File: src/rtl/seq_alu_pkg.sv
// Shared constants for the sequential ALU: opcodes, flag bit positions, FSM encoding.
package seq_alu_pkg;

    localparam int unsigned OPER_W = 3;
    localparam int unsigned FLAG_W = 4;
    localparam int unsigned ST_W   = 2;

    localparam logic [OPER_W-1:0] OP_SUB       = 3'b000;
    localparam logic [OPER_W-1:0] OP_NAND      = 3'b001;
    localparam logic [OPER_W-1:0] OP_START_ONE = 3'b010;
    localparam logic [OPER_W-1:0] OP_ONEHOT2U2 = 3'b011;
    localparam logic [OPER_W-1:0] OP_ADD       = 3'b100;
    localparam logic [OPER_W-1:0] OP_MUL       = 3'b101;

    localparam int unsigned FLAG_ERR      = 0;
    localparam int unsigned FLAG_NEG      = 1;
    localparam int unsigned FLAG_POS      = 2;
    localparam int unsigned FLAG_OVERFLOW = 3;

    localparam logic [ST_W-1:0] ST_IDLE = 2'b00;
    localparam logic [ST_W-1:0] ST_BUSY = 2'b01;
    localparam logic [ST_W-1:0] ST_DONE = 2'b10;

endpackage

File: src/rtl/seq_alu_if.sv
// Request/result bus of the sequential ALU; master drives requests and the result-ready.
interface seq_alu_if
    import seq_alu_pkg::*;
#(
    parameter int unsigned WIDTH = 4
) ();

    logic [WIDTH-1:0]  i_arg0;
    logic [WIDTH-1:0]  i_arg1;
    logic [OPER_W-1:0] i_oper;
    logic              i_valid;
    logic              o_ready;
    logic [WIDTH-1:0]  o_result;
    logic [FLAG_W-1:0] o_flag;
    logic              o_valid;
    logic              i_ready;

    modport master (
        output i_arg0, i_arg1, i_oper, i_valid, i_ready,
        input  o_ready, o_result, o_flag, o_valid
    );

    modport slave (
        input  i_arg0, i_arg1, i_oper, i_valid, i_ready,
        output o_ready, o_result, o_flag, o_valid
    );

endinterface

File: src/rtl/seq_alu_mul.sv
// Iterative signed shift-add multiplier: operands loaded on i_start, one multiplier bit per
// cycle; o_done_c/o_prod_c present the final 2*WIDTH product during the last iteration.
module seq_alu_mul #(
    parameter int unsigned WIDTH = 4
) (
    input  logic               i_clk,
    input  logic               i_rst,
    input  logic               i_start,
    input  logic [WIDTH-1:0]   i_a,
    input  logic [WIDTH-1:0]   i_b,
    output logic               o_done_c,
    output logic [2*WIDTH-1:0] o_prod_c
);

    localparam int unsigned PW = 2 * WIDTH;
    localparam int unsigned CW = $clog2(WIDTH);

    logic              r_busy;
    logic [CW-1:0]     r_cnt;
    logic [PW-1:0]     r_mcand;
    logic [WIDTH-1:0]  r_mplier;
    logic [PW-1:0]     r_acc;
    logic              w_last;
    logic [PW-1:0]     w_addend;
    logic [PW-1:0]     w_acc_nxt;

    // The multiplier MSB carries negative weight, so the last partial product is subtracted.
    assign w_last    = (r_cnt == CW'(WIDTH - 1));
    assign w_addend  = r_mplier[0] ? (w_last ? (-r_mcand) : r_mcand) : '0;
    assign w_acc_nxt = r_acc + w_addend;
    assign o_done_c  = r_busy && w_last;
    assign o_prod_c  = w_acc_nxt;

    always_ff @(posedge i_clk) begin
        if (i_rst) begin
            r_busy   <= 1'b0;
            r_cnt    <= '0;
            r_mcand  <= '0;
            r_mplier <= '0;
            r_acc    <= '0;
        end else if (i_start) begin
            r_busy   <= 1'b1;
            r_cnt    <= '0;
            r_mcand  <= {{WIDTH{i_a[WIDTH-1]}}, i_a};
            r_mplier <= i_b;
            r_acc    <= '0;
        end else if (r_busy) begin
            r_acc    <= w_acc_nxt;
            r_mcand  <= r_mcand << 1;
            r_mplier <= r_mplier >> 1;
            r_cnt    <= r_cnt + CW'(1);
            if (w_last) begin
                r_busy <= 1'b0;
            end
        end
    end

endmodule

File: src/rtl/seq_alu.sv
// Sequential ALU with valid/ready handshake and result backpressure.
// Define SEQ_ALU_MUL_EN to build the iterative MUL; otherwise opcode 101 is reserved.
module seq_alu
    import seq_alu_pkg::*;
#(
    parameter int unsigned WIDTH = 4
) (
    input  logic     i_clk,
    input  logic     i_rst,
    seq_alu_if.slave bus
);

    logic [ST_W-1:0]   r_state;
    logic [ST_W-1:0]   w_state_nxt;
    logic [WIDTH-1:0]  r_result;
    logic [FLAG_W-1:0] r_flag;
    logic              r_valid;
    logic              w_accept;
    logic              w_is_mul;
    logic [WIDTH:0]    w_sum;
    logic [WIDTH:0]    w_diff;
    logic [WIDTH-1:0]  w_res;
    logic              w_ovf;
    logic              w_err;
    logic [FLAG_W-1:0] w_flag;

    function automatic logic [WIDTH-1:0] f_starting_ones(input logic [WIDTH-1:0] a);
        logic [WIDTH-1:0] cnt;
        logic             run;
        cnt = '0;
        run = 1'b1;
        for (int i = WIDTH - 1; i >= 0; i--) begin
            run = run & a[i];
            cnt = cnt + WIDTH'(run);
        end
        return cnt;
    endfunction

    function automatic logic [WIDTH-1:0] f_popcount(input logic [WIDTH-1:0] a);
        logic [WIDTH-1:0] cnt;
        cnt = '0;
        for (int i = 0; i < WIDTH; i++) begin
            cnt = cnt + WIDTH'(a[i]);
        end
        return cnt;
    endfunction

    function automatic logic [WIDTH-1:0] f_onehot_idx(input logic [WIDTH-1:0] a);
        logic [WIDTH-1:0] idx;
        idx = '0;
        for (int i = 0; i < WIDTH; i++) begin
            if (a[i]) begin
                idx = WIDTH'(i);
            end
        end
        return idx;
    endfunction

    function automatic logic [FLAG_W-1:0] f_flags(input logic [WIDTH-1:0] res, input logic ovf);
        logic [FLAG_W-1:0] f;
        f                = '0;
        f[FLAG_NEG]      = res[WIDTH-1];
        f[FLAG_POS]      = !res[WIDTH-1] && (res != '0);
        f[FLAG_OVERFLOW] = ovf;
        return f;
    endfunction

    assign w_accept = bus.i_valid && (r_state == ST_IDLE);
    assign w_sum    = {bus.i_arg0[WIDTH-1], bus.i_arg0} + {bus.i_arg1[WIDTH-1], bus.i_arg1};
    assign w_diff   = {bus.i_arg0[WIDTH-1], bus.i_arg0} - {bus.i_arg1[WIDTH-1], bus.i_arg1};

    // Single-cycle datapath; MUL lands in the reserved branch and is overridden when enabled.
    always_comb begin
        w_res = '0;
        w_ovf = 1'b0;
        w_err = 1'b0;
        case (bus.i_oper)
            OP_SUB: begin
                w_res = w_diff[WIDTH-1:0];
                w_ovf = w_diff[WIDTH] ^ w_diff[WIDTH-1];
            end
            OP_NAND:      w_res = ~(bus.i_arg0 & bus.i_arg1);
            OP_START_ONE: w_res = f_starting_ones(bus.i_arg0);
            OP_ONEHOT2U2: begin
                if (f_popcount(bus.i_arg0) == WIDTH'(1)) begin
                    w_res = f_onehot_idx(bus.i_arg0);
                end else begin
                    w_err = 1'b1;
                end
            end
            OP_ADD: begin
                w_res = w_sum[WIDTH-1:0];
                w_ovf = w_sum[WIDTH] ^ w_sum[WIDTH-1];
            end
            default: w_err = 1'b1;
        endcase
        w_flag = f_flags(w_res, w_ovf);
        if (w_err) begin
            w_flag           = '0;
            w_flag[FLAG_ERR] = 1'b1;
        end
    end

`ifdef SEQ_ALU_MUL_EN
    logic               w_mul_done;
    logic [2*WIDTH-1:0] w_prod;
    logic               w_mul_ovf;

    assign w_is_mul = (bus.i_oper == OP_MUL);

    seq_alu_mul #(
        .WIDTH (WIDTH)
    ) u_mul (
        .i_clk    (i_clk),
        .i_rst    (i_rst),
        .i_start  (w_accept && w_is_mul),
        .i_a      (bus.i_arg0),
        .i_b      (bus.i_arg1),
        .o_done_c (w_mul_done),
        .o_prod_c (w_prod)
    );

    // Product fits in WIDTH bits only if its upper half plus the result MSB are a sign extension.
    assign w_mul_ovf = !((&w_prod[2*WIDTH-1:WIDTH-1]) || (~|w_prod[2*WIDTH-1:WIDTH-1]));
`else
    assign w_is_mul = 1'b0;
`endif

    always_comb begin
        w_state_nxt = r_state;
        case (r_state)
            ST_IDLE: begin
                if (w_accept) begin
                    w_state_nxt = w_is_mul ? ST_BUSY : ST_DONE;
                end
            end
`ifdef SEQ_ALU_MUL_EN
            ST_BUSY: begin
                if (w_mul_done) begin
                    w_state_nxt = ST_DONE;
                end
            end
`endif
            ST_DONE: begin
                if (bus.i_ready) begin
                    w_state_nxt = ST_IDLE;
                end
            end
            default: w_state_nxt = ST_IDLE;
        endcase
    end

    always_ff @(posedge i_clk) begin
        if (i_rst) begin
            r_state <= ST_IDLE;
        end else begin
            r_state <= w_state_nxt;
        end
    end

    // Result registers only load on completion, so they hold through backpressure.
    always_ff @(posedge i_clk) begin
        if (i_rst) begin
            r_result <= '0;
            r_flag   <= '0;
            r_valid  <= 1'b0;
        end else begin
            if (w_accept && !w_is_mul) begin
                r_result <= w_res;
                r_flag   <= w_flag;
            end
`ifdef SEQ_ALU_MUL_EN
            else if (w_mul_done) begin
                r_result <= w_prod[WIDTH-1:0];
                r_flag   <= f_flags(w_prod[WIDTH-1:0], w_mul_ovf);
            end
`endif
            r_valid <= (w_state_nxt == ST_DONE);
        end
    end

    assign bus.o_ready  = (r_state == ST_IDLE);
    assign bus.o_result = r_result;
    assign bus.o_flag   = r_flag;
    assign bus.o_valid  = r_valid;

endmodule
File: src/flat_wrapper.sv
// flat-port wrapper written by rule: the top's interface ports become plain ports
module seq_alu_flat import seq_alu_pkg::*;
#(
    parameter int unsigned WIDTH = 4
)
  (i_clk, i_rst, bus_i_arg0, bus_i_arg1, bus_i_oper, bus_i_valid, bus_i_ready, bus_o_ready, bus_o_result, bus_o_flag, bus_o_valid);
  seq_alu_if #(.WIDTH(WIDTH)) bus_i ();
  input  logic i_clk;
  input  logic i_rst;
  input wire logic [$bits(bus_i.i_arg0)-1:0] bus_i_arg0;
  input wire logic [$bits(bus_i.i_arg1)-1:0] bus_i_arg1;
  input wire logic [$bits(bus_i.i_oper)-1:0] bus_i_oper;
  input wire logic [$bits(bus_i.i_valid)-1:0] bus_i_valid;
  input wire logic [$bits(bus_i.i_ready)-1:0] bus_i_ready;
  output wire logic [$bits(bus_i.o_ready)-1:0] bus_o_ready;
  output wire logic [$bits(bus_i.o_result)-1:0] bus_o_result;
  output wire logic [$bits(bus_i.o_flag)-1:0] bus_o_flag;
  output wire logic [$bits(bus_i.o_valid)-1:0] bus_o_valid;
  assign bus_i.i_arg0 = bus_i_arg0;
  assign bus_i.i_arg1 = bus_i_arg1;
  assign bus_i.i_oper = bus_i_oper;
  assign bus_i.i_valid = bus_i_valid;
  assign bus_i.i_ready = bus_i_ready;
  assign bus_o_ready = bus_i.o_ready;
  assign bus_o_result = bus_i.o_result;
  assign bus_o_flag = bus_i.o_flag;
  assign bus_o_valid = bus_i.o_valid;
  seq_alu #(.WIDTH(WIDTH)) u_core (.i_clk(i_clk), .i_rst(i_rst), .bus(bus_i));
endmodule
File: config.mk
export PLATFORM = sky130hd
export DESIGN_NAME = seq_alu_flat
export DESIGN_NICKNAME = d
export VERILOG_FILES = /design/src/rtl/seq_alu_pkg.sv /design/src/rtl/seq_alu_if.sv /design/src/rtl/seq_alu_mul.sv /design/src/rtl/seq_alu.sv /design/src/flat_wrapper.sv
export SDC_FILE = /design/constraint.sdc
export NUM_CORES = 1
export LEC_CHECK = 0
export CORE_MARGIN = 3
export CORE_UTILIZATION = 44
export CTS_BUF_LIST = sky130_fd_sc_hd__clkbuf_4
export CTS_CLUSTER_DIAMETER = 150
export CTS_CLUSTER_SIZE = 10
export DETAILED_ROUTE_END_ITERATION = 7
export GPL_ROUTABILITY_DRIVEN = 1
export GPL_TIMING_DRIVEN = 0
export PLACE_DENSITY = 0.71
export SLEW_MARGIN = 20
export SYNTH_ARGS = -nofsm -noshare
export SYNTH_HDL_FRONTEND = slang
export SYNTH_HIERARCHICAL = 1
export SYNTH_SLANG_ARGS = --single-unit
File: constraint.sdc
create_clock -name i_clk -period 8.2 [get_ports i_clk]
set_input_delay 1.23 -clock i_clk [delete_from_list [all_inputs] [get_ports i_clk]]
set_output_delay 1.23 -clock i_clk [all_outputs]
set_load 0.01 [all_outputs]
# [Word-level counts from Yosys, hierarchy flattened]
# Index checks and enable logic that the tools add are counted.
[classes] addsub=8 eq_ne=7 n_mux=12 bitwise_logic=7 reduce_logical=7
[op_table] op="one-hot mux 4 bit (5 select lines)" count=1
[op_table] op="adder 4 x 1 -> 4 bit" count=4
[op_table] op="2-to-1 mux 2 bit" count=4
[op_table] op="2-to-1 mux 4 bit" count=2
[op_table] op="equality test 3 x 2 -> 1 bit (second input constant)" count=2
[op_table] op="adder 4 x 4 -> 5 bit" count=1
[op_table] op="subtractor 4 x 4 -> 5 bit" count=1
[op_table] op="adder 1 x 1 -> 2 bit" count=2
[op_table] op="AND 4 bit" count=1
[op_table] op="equality test 2 bit (second input constant)" count=2
[op_table] op="equality test 4 x 1 -> 1 bit (second input constant)" count=1
[op_table] op="inverter 4 bit" count=1
[op_table] op="one-hot mux 1 bit (2 select lines)" count=2
[op_table] op="one-hot mux 2 bit (2 select lines)" count=1
[op_table] op="nonzero test 4 bit" count=1
[op_table] op="OR reduction 4 bit" count=1
[op_table] op="AND 1 bit" count=3
[op_table] op="equality test 3 x 1 -> 1 bit (second input constant)" count=1
[op_table] op="equality test 3 bit (second input constant)" count=1
[op_table] op="logical NOT 3 bit" count=1
[op_table] op="logical AND 1 bit" count=2
[op_table] op="logical NOT 2 bit" count=1
[op_table] op="2-to-1 mux 1 bit" count=2
[op_table] op="bitwise XOR 1 bit" count=2
[op_table] op="logical NOT 1 bit" count=1
[word_totals] regBits=11 output_inout_bits=10

# [Logic depth before layout (Yosys ltp)]
[logic_depth] depth_word=9 mapped_depth=10

# [Worst setup path after synthesis]
# OpenSTA, ideal clock, no wires.
[synth_path] kind="input-to-reg" startpoint="input bus_i_arg0[0]" endpoint="register u_core.r_flag[2] (netlist: u_core/bus.o_flag[2])" setup_ns=0.059 arrival_ns=3.387 required_time_ns=8.141 setup_slack_ns=4.754 path_stages=10 cell_sequence="inv_1 > fa_1 > inv_1 > ha_1 > ha_1 > or3b_2 > a211oi_1 > a311oi_1 > a311oi_1 > a22o_1"
[synth_between] elab_chain_cells=9 elab_cells_between_ends=18
[synth_lines] element="from (decl)" line_no="flat_wrapper.sv:10" source="input wire logic [$bits(bus_i.i_arg0)-1:0] bus_i_arg0;"
[synth_lines] element="adder 1 x 1 -> 2 bit" line_no="seq_alu.sv:43" source="cnt = cnt + WIDTH'(a[i]);"
[synth_lines] element="adder 4 x 1 -> 4 bit (2 in series)" line_no="seq_alu.sv:43"
[synth_lines] element="equality test 4 x 1 -> 1 bit" line_no="seq_alu.sv:85" source="if (f_popcount(bus.i_arg0) == WIDTH'(1)) begin"
[synth_lines] element="2-to-1 mux 4 bit" line_no="seq_alu.sv:85"
[synth_lines] element="one-hot mux 4 bit (5 select lines)" line_no="seq_alu.sv:77" source="case (bus.i_oper)"
[synth_lines] element="nonzero test 4 bit" line_no="seq_alu.sv:63" source="f[FLAG_POS] = !res[WIDTH-1] && (res != '0);"
[synth_lines] element="logical AND 1 bit" line_no="seq_alu.sv:63"
[synth_lines] element="2-to-1 mux 4 bit (*)" line_no="seq_alu.sv:98" source="if (w_err) begin"
[synth_lines] element="to (signal assigned)" line_no="seq_alu.sv:170" source="r_flag <= w_flag;"
[synth_lines] element="to (decl)" line_no="seq_alu.sv:16" source="logic [FLAG_W-1:0] r_flag;"
# Every way passes the cells marked *; elsewhere a longest branch is shown, timed or not.
# A chain may end at the register's enable or synchronous reset.

# [Worst setup path after layout]
[layout_path] startpoint="input bus_i_arg0[1]" endpoint="register u_core.r_flag[2] (netlist: u_core/bus.o_flag[2])"
# The elaborated chain is that of the path after synthesis.

==> run_results.csv <==
group,metric,value,unit
layout,seq_area,220,um2
timing,rsz0062_at_grt,"false",
floorplan,io_pins,25,
timing,worstMarginPinSlew,0.533,ns
global_route,grt_overflow,0,
clock_network,root_buffer,"clkbuf_4",
clock_network,clkTransAtPathRegs,0.06,ns
synth,yosys-top-cells-area,"dfxtp_1 22%, ha_1 15%, fa_1 6.1%, a211oi_1 4.6%, inv_1 4.2%",
drt,wire_per_inst,12.8,um
clock_network,ctsHtreeMaxLevel,1,
layout,layout.nets,175,
floorplan,die_area,2850,um2
synth,syn-mean-instance-area,8.46,um2
synth,synthesis.area,990,um2
clock_network,cts_setup_buffers,0,
place,pre_cts_ws,3.77,ns
synth,synth_edf_count,0,
place,hpwl,1830,um
min_path,hold_path_class,"reg -> reg",
drt,drc,0,
worst_setup_path,crit_arrival,4.38,ns
job,drv_cap,0,
global_route,grtUsageTotal,17.7,%
synth,synthTopCellsByCount,"12 x ha_1, 11 x dfxtp_1, 11 x inv_1, 9 x nor2_1, 7 x a21oi_1",
timing,clock.fmax,240,MHz
drt,drt-initial-drc-count,26,
synth,yosysTopAreaCell,"dfxtp_1",
place,place_area,1250,um2
timing,setup_viol,0,
timing,finalMaxSlewViolations,0,
floorplan,dieHeight,53.4,um
layout,final_cell_area,1280,um2
drt,drt-vias-per-instance,5.55,
clock_network,hold_buffers,0,
layout,nFillCells,197,
timing,hold_viol_final,0,
layout,syn_to_final_growth,29.7,%
layout,drive_gt1_share,6.25,%
place,io_buffers,23,
synth,synth_top_area_share,22.3,%
clock_network,numCtsBuffers,3,
worst_setup_path,worstPathRequired,8.41,ns
power_and_ir_drop,ir_drop,0.0000767,V
floorplan,core_area,2040,um2
clock_network,cts_buffer_depth,2,
layout,diodes,0,
worst_setup_path,cp_max_fo,7,
synth,synth_ff_type,"dfxtp_1",
drt,dr.pass1.iters,4,
worst_setup_path,path_class,"in -> reg",
drt,wirelength,2200,um
timing,period_needed,4.17,ns
worst_setup_path,crit_path_end_kind,"flip-flop",
global_route,antenna_found_initial,0,
power_and_ir_drop,p_leak,0.523,nW
worst_setup_path,cp-start-kind,"primary input",
timing,fin_crit_sh,50.9,%
global_route,grt_max_degree,11,
floorplan,start_util,48.5,%
place,routabilityCongestion,0.799,
floorplan,die_w,53.4,um
clock_network,cts_num_sinks,11,
synth,syn_inst,117,
synth,syn_nets,147,
global_route,grt_pass1_wl,3710,um
synth,ys_types,42,
floorplan,num_rows,16,
synth,ys_warn_count,6,
outcome,status,"complete, no violations",
layout,multi_input_area,708,um2
power_and_ir_drop,power.density,116,nW/um2
timing,worst_slack,4.03,ns
drt,ant_nets,0,
drt,vias,949,
synth,yosysSeqAreaShare,22.3,%
clock_network,clk_latency,0.26,ns
global_route,grt_pass1_vias,830,
timing,clock_skew,0.00311,ns
synth,synth_seq_cells,11,
clock_network,cts_resized,0,
synth,async_flop_share,0,%
synth,yosysMostFrequentCell,"ha_1",
clock_network,cts_tree,"done",
timing,setup_tns,0,ns
timing,slew_headroom,64.3,%
## worst max-delay path: stages
cell	delay (ns)
clkdlybuf4s50_1	0.63
inv_1	0.16
fa_1	0.52
inv_1	0.04
ha_1	0.17
ha_1	0.26
or3b_2	0.51
a211oi_1	0.20
a311oi_1	0.11
a311oi_1	0.37
a22o_1	0.18
## registers in the layout (all words and copies together), names as in the netlist
name	cells
u_core/bus.o_valid	1
u_core/r_state	2
u_core/bus.o_flag	4
u_core/bus.o_result	4
## layer usage
layer | share of wire [%] | up-vias | GRT usage (%)
met5 | 0 | - | 0
met2 | 47 | 26 | 27.6
met3 | 6.6 | 4 | 5.07
li1 | - | 481 | -
met4 | 1.5 | 0 | 6.38
met1 | 45 | 438 | 22.9
## through the flow
stage / power, W / std cells / utilization, % / hold WS (ns)
floorplan: 0.0000904 / 117 / - / 0.463
global placement: 0.000110 / 167 / 61.4 / 0.443
detailed placement: 0.000111 / 167 / 61.4 / 0.451
CTS: 0.000150 / 171 / 62.9 / 0.460
global route: 0.000161 / 171 / 62.9 / 0.487
finish: 0.000149 / 171 / 62.9 / 0.455
## cells in the final DEF (no fill, tap or decap), types with 2 or more instances in the layout
master	count
clkbuf_1	4
nand3b_1	2
nor2b_1	2
nor2_1	9
nor3b_1	2
inv_1	11
a31oi_1	2
a21oi_1	7
a311oi_1	2
clkdlybuf4s50_1	23
or3b_2	2
or4b_1	2
nand2_1	6
dfxtp_1	11
xor2_1	2
ha_1	12
a211oi_1	6
nor4b_1	2
a2111oi_0	2
nor3_1	4
a22o_1	3
fa_1	3
clkbuf_4	4
## cell families (layout without fill, tap and decap cells)
logic type      after synthesis  count (layout)  share of synthesized area [%]
compound gates               29              29                           20.6
xor+xnor                      3               3                           2.66
fa+ha+maj                    15              15                           21.2
buf+inv                      16              43                           6.19
flops                        11              11                           22.3
mux                           2               2                           2.15
other cells                   1               1                          0.379
simple gates                 40              40                           24.5
## path summary, 6_finish.rpt
| check | start | end | slack [ns] | depth (start not counted) |
|---|---|---|---|---|
| max reg2reg | u_core/r_state[0] | u_core/bus.o_flag[2] | 6.60 | 5 |
| min reg2reg | u_core/bus.o_flag[1] | u_core/bus.o_flag[1] | 0.46 | 2 |
| min | u_core/bus.o_flag[1] | u_core/bus.o_flag[1] | 0.46 | 2 |
| max | bus_i_arg0[1] | u_core/bus.o_flag[2] | 4.03 | 11 |
## where the power goes
part           switching [W]  internal [W]
clock              0.0000162     0.0000221
combinational      0.0000270     0.0000260
sequential        0.00000146     0.0000561
total              0.0000447      0.000104
## cell type report
cell class,instances,area share (%)
multi-input cells,90,55.2
repair buffers,23,17.9
flip-flops and latches,11,17.2
inverters,11,3.22
well taps,27,2.63
clock buffers,4,2.34
plain buffers,5,1.56
Note: power is estimated with default switching activity, not from simulation.
